**src/rtl/multicycle_control.sv**
```systemverilog
// Multicycle control unit: a six-state FSM that sequences fetch, decode,
// execute, memory and write-back, and owns the PC and instruction registers.
// Every output is decoded from the registered state and ir. rst only gates
// the strobes; mem_ready, zero_out and instrn never reach an output directly.
module multicycle_control #(
   parameter int unsigned       DATA_W   = 32,
   parameter logic [DATA_W-1:0] RESET_PC = '0
) (
   input  logic              clk,
   input  logic              rst,
   input  logic [31:0]       instrn,
   input  logic              mem_ready,
   input  logic              zero_out,
   input  logic [DATA_W-1:0] branch_address,
   input  logic [DATA_W-1:0] jump_address,
   output logic [DATA_W-1:0] pc,
   output logic [31:0]       ir,
   output logic              mem_req,
   output logic              mem_we,
   output logic              mem_addr_sel,
   output logic              ctrl_write_en,
   output logic [4:0]        ctrl_write_addr,
   output logic              ctrl_regwrite_sel,
   output logic              ctrl_aluin2_sel,
   output logic              retire,
   output logic              illegal,
   output logic [2:0]        state
);

   typedef enum logic [2:0] {
      S_FETCH  = 3'd0,
      S_DECODE = 3'd1,
      S_EXEC   = 3'd2,
      S_MEM    = 3'd3,
      S_WB     = 3'd4,
      S_TRAP   = 3'd5
   } state_t;

   localparam logic [5:0] OP_R    = 6'h00;
   localparam logic [5:0] OP_J    = 6'h02;
   localparam logic [5:0] OP_BEQ  = 6'h04;
   localparam logic [5:0] OP_ADDI = 6'h08;
   localparam logic [5:0] OP_LW   = 6'h23;
   localparam logic [5:0] OP_SW   = 6'h2B;

   localparam logic [DATA_W-1:0] PC_STEP = DATA_W'(4);

   state_t            state_q, state_d;
   logic [DATA_W-1:0] pc_q, pc_d;
   logic [31:0]       ir_q, ir_d;
   logic              illegal_q, illegal_d;
   logic              retire_q, retire_d;

   logic [5:0]        opcode;
   logic [4:0]        wb_addr;

   assign opcode  = ir_q[31:26];
   // R-type writes rd; immediate forms and loads write rt.
   assign wb_addr = (opcode == OP_R) ? ir_q[15:11] : ir_q[20:16];

   // State, PC, IR and flag registers; reset wins over any transition.
   always_ff @(posedge clk) begin
      if (rst) begin
         state_q   <= S_FETCH;
         pc_q      <= RESET_PC;
         ir_q      <= '0;
         illegal_q <= 1'b0;
         retire_q  <= 1'b0;
      end else begin
         state_q   <= state_d;
         pc_q      <= pc_d;
         ir_q      <= ir_d;
         illegal_q <= illegal_d;
         retire_q  <= retire_d;
      end
   end

   // Next-state, PC/IR update, and the retire pulse that lands on FETCH entry.
   always_comb begin
      state_d   = state_q;
      pc_d      = pc_q;
      ir_d      = ir_q;
      illegal_d = illegal_q;
      retire_d  = 1'b0;
      case (state_q)
         S_FETCH: begin
            if (mem_ready) begin
               ir_d    = instrn;
               pc_d    = pc_q + PC_STEP;
               state_d = S_DECODE;
            end
         end
         S_DECODE: begin
            case (opcode)
               OP_J: begin
                  pc_d     = jump_address;
                  retire_d = 1'b1;
                  state_d  = S_FETCH;
               end
               OP_R, OP_BEQ, OP_ADDI, OP_LW, OP_SW: state_d = S_EXEC;
               default: begin
                  illegal_d = 1'b1;
                  state_d   = S_TRAP;
               end
            endcase
         end
         S_EXEC: begin
            case (opcode)
               OP_BEQ: begin
                  if (zero_out) begin
                     pc_d = branch_address;
                  end
                  retire_d = 1'b1;
                  state_d  = S_FETCH;
               end
               OP_LW, OP_SW: state_d = S_MEM;
               default:      state_d = S_WB;
            endcase
         end
         S_MEM: begin
            if (mem_ready) begin
               if (opcode == OP_SW) begin
                  retire_d = 1'b1;
                  state_d  = S_FETCH;
               end else begin
                  state_d = S_WB;
               end
            end
         end
         S_WB: begin
            retire_d = 1'b1;
            state_d  = S_FETCH;
         end
         S_TRAP: state_d = S_TRAP;
         default: state_d = S_TRAP;
      endcase
   end

   // Output decode from registered state and ir; strobes are forced low in reset.
   always_comb begin
      mem_req           = 1'b0;
      mem_we            = 1'b0;
      mem_addr_sel      = 1'b0;
      ctrl_write_en     = 1'b0;
      ctrl_write_addr   = wb_addr;
      ctrl_regwrite_sel = (opcode == OP_LW);
      // Kept valid through MEM too, so the ALU address stays stable there.
      ctrl_aluin2_sel   = (opcode == OP_ADDI) || (opcode == OP_LW) || (opcode == OP_SW);
      case (state_q)
         S_FETCH: mem_req = ~rst;
         S_MEM: begin
            mem_req      = ~rst;
            mem_addr_sel = 1'b1;
            mem_we       = ~rst & (opcode == OP_SW);
         end
         S_WB: ctrl_write_en = ~rst & (wb_addr != 5'd0);
         default: ;
      endcase
   end

   assign retire  = retire_q & ~rst;
   assign pc      = pc_q;
   assign ir      = ir_q;
   assign illegal = illegal_q;
   assign state   = state_q;

endmodule

```
**config.mk**
```make
export PLATFORM = sky130hd
export DESIGN_NAME = multicycle_control
export DESIGN_NICKNAME = d
export VERILOG_FILES = /design/src/rtl/multicycle_control.sv
export SDC_FILE = /design/constraint.sdc
export NUM_CORES = 1
export LEC_CHECK = 0
export BUFFER_PORTS_ARGS = -buffer_cell sky130_fd_sc_hd__buf_2
export CORE_ASPECT_RATIO = 1.75
export CORE_MARGIN = 4
export CORE_UTILIZATION = 45
export CTS_CLUSTER_DIAMETER = 150
export DETAILED_ROUTE_END_ITERATION = 6
export MAX_ROUTING_LAYER = met4
export PLACE_DENSITY = 0.78
export SYNTH_ARGS = -nofsm -noshare
export SYNTH_HDL_FRONTEND = slang
export SYNTH_SLANG_ARGS = --single-unit
```
**constraint.sdc**
```tcl
create_clock -name clk -period 2.4 [get_ports clk]
set_input_delay 0.24 -clock clk [delete_from_list [all_inputs] [get_ports clk]]
set_output_delay 0.24 -clock clk [all_outputs]
set_load 0.05 [all_outputs]
```
==> run summary <==
clock skew: 0.00580 ns
Clock Power Share: 0.284
hold_sp: instrn[19]
nature of the critical path endpoint: output port
WL/cell: 16.3 um
antenna-violating nets left: 0
Worst Setup SP: ir[29]$_SDFFE_PP0P_
layout cells sized above 1: 0.364
most frequent cells in the layout: buf_2, nand2_1, dfxtp_1
area grow syn2layout: 37.8%
Worst EP arrival: 2.04 ns
RSZ-0062 raised after global routing: false
vias in the first global route: 4350
Final setup violation count: 0
Syn Std Cell Area: 3860 um2
Top-Level Pins: 180
Leakage Power: 2.33 nW
Syn Area/Cell: 7.69 um2
Layout Nets: 783
total gr overflow: 0
post-DP HPWL: 9720 um
Post-synth EDFFs: 0
Critical R2R Launch: ir[28]$_SDFFE_PP0P_
TritonCTS Buffers: 9
critical path launch point type: flop
Cells after Synth: 502
initial antenna violation count: 0
Yosys warning count: 0
power per cell area: 958 nW/um2
DIE AREA: 10200 um2
CP max stage delay: 0.35 ns
DR iter-0 viols: 409
Clock Tree Buf Depth: 2
Yosys reg bits: 69
status: finished, final reports clean
worst slew pin tran: 0.731 ns
die height: 131 um
commonest non-fill, non-tap cell in the layout: buf_2
most frequent CP cell: nor4_4
asr flop ratio synth: 0
Cell Chain, Critical Path: nor4_4 -> nand2_2 -> mux2_4 -> nor4_4 -> a21oi_2 -> buf_6
setup TNS: 0 ns
final core occ: 0.640
HP Class: in2reg
Global Route Usage Sum: 0.260
critical path class: reg2out
Post-synth top flop: dfxtp_1
Internal Power: 0.00293 W
fmax: 439 MHz
CTS hold repair buffers: 0
Remaining DRCs: 0
Sequential Power Share: 0.291
count of final max-slew check failures: 0
post-synthesis cell type count: 69
minimum clock period after layout: 2.28 ns
tightest slew margin relative to the limit: 0.511
Die Wd: 78.0 um
switching part of the total: 0.426
Initial Util: 0.465
Worst path slowest cell: mux2_4
Skew-Pair Late Insertion Delay: 0.33 ns
maximum VDD drop: 0.564 mV
largest net degree at the start of global routing: 35
Core Region: 8310 um2
H-tree levels: 3
Core Rows: 44
Req. time, crit path: 2.16 ns
final hold viol count: 0
first-pass GRT wire length: 20700 um
post-synthesis sequential area ratio: 0.358
Switch Pwr: 0.00217 W
Vias: 4575
gpl congestion: 0.952
via/cell ratio: 5.70
Worst Path Max Fanout: 5
syn_nets: 603
DRT Wirelength: 13100 um
Clock Sinks: 69
CTS Root Buffer Type: clkbuf_16
register clock-pin slew on the reported worst setup and hold paths: 0.05 ns
antenna cells: 0
Max-Cap Viols: 0
TritonCTS clock tree: yes
Gate power share: 0.425
port bufs: 179
DR pass1 iterations: 5
period utilization: 0.949
-- cell type report --
cell class | instances | area (um2)
sequential | 69 | 1380
clock inverter | 4 | 70.1
inverter | 7 | 26.3
tap | 115 | 144
timing repair buffer | 205 | 1100
multi-input combinational | 390 | 2350
fill | 757 | 2990
clock buffer | 12 | 256
-- logic make-up after synthesis --
logic type | Yosys count | share of synthesized area
flip-flops | 69 | 0.358
multiplexers | 5 | 0.0143
AND/OR/NAND/NOR | 204 | 0.263
XOR/XNOR | 1 | 0.00227
buffers and inverters | 43 | 0.0515
AO/OA/AOI/OAI | 179 | 0.308
adder cells (fa/ha/maj) | 1 | 0.00324
-- layer usage --
metal  global-route usage  wire, um  up-vias
met1                0.277      4900     2116
met2                0.464      6800      202
met3               0.0329       877       37
met5                    -         0        -
met4                0.144       487        0
li1                     -         -     2220
-- critical path: cells and delay by family (launching register included) --
kind | cells | cell delay (ns)
multiplexers | 1 | 0.35
flip-flops | 1 | 0.33
buffers and inverters | 1 | 0.16
AND/OR/NAND/NOR | 3 | 0.77
AO/OA/AOI/OAI | 1 | 0.09
-- power groups by stage --
| stage | logic [W] | clock network [W] | registers, W |
|---|---|---|---|
| CTS | 0.00215 | 0.00146 | 0.00148 |
| global placement | 0.00210 | 0 | 0.00150 |
| global route | 0.00233 | 0.00151 | 0.00151 |
| finish | 0.00217 | 0.00145 | 0.00149 |
| floorplan | 0.00106 | 0 | 0.00203 |
| detailed placement | 0.00213 | 0 | 0.00151 |
-- sequential cells by signal, indices dropped and copies added (netlist names) --
register / flops
ir: 32
state: 3
illegal: 1
pc: 32
retire_q: 1
-- what timing repair did --
| item | 4_1_cts | 5_1_grt |
|---|---|---|
| gates resized for setup | 4 | 1 |
| hold endpoints to repair | 0 | 0 |
| setup buffers | 0 | 1 |
| endpoints found under the setup margin | 1 | 1 |
| pin swaps | 3 | 1 |
-- per-stage QoR --
stage	cell area, um2	power (W)	hold slack, ns	setup WS [ns]	instances
3_5_place_dp	4960	0.00364	0.435	0.192	785
4_1_cts	5310	0.00510	0.138	0.0196	801
5_1_grt	5320	0.00535	0.148	0.0138	802
2_1_floorplan	3890	0.00308	0.376	-0.108	502
6_report	5320	0.00510	0.145	0.122	802
3_3_place_gp	4960	0.00360	0.433	0.208	785
-- cell usage after synthesis, types with 5 or more instances --
cell type   n  share of area
a22o_1      6          0.014
o21ai_0    24          0.031
nand3_1    19          0.025
o32ai_1     5          0.011
a21o_1      7          0.014
a31oi_1     7          0.011
nor2b_1     6         0.0097
dfxtp_1    69           0.36
nand4_1     8          0.013
buf_2       6         0.0078
clkbuf_1   23          0.022
and3_1      5         0.0081
nor2_1     29          0.028
nor3_1      6         0.0078
o31a_1      8          0.018
a211oi_1    5         0.0097
a21oi_1    58          0.075
nand2_1    94          0.091
inv_1       6         0.0058
a22oi_1    24          0.047
nor4_1      5         0.0081
-- worst paths after layout --
path / endpoint / slack (ns) / depth (start not counted)
setup / recovery: ctrl_write_en / 0.12 / 6
setup reg to reg: pc[19]$_SDFFE_PP0P_ / 0.29 / 7
hold reg to reg: ir[6]$_SDFFE_PP0P_ / 0.45 / 2
hold / removal: ir[19]$_SDFFE_PP0P_ / 0.14 / 3
No activity file was read; power rests on OpenSTA's default activity.
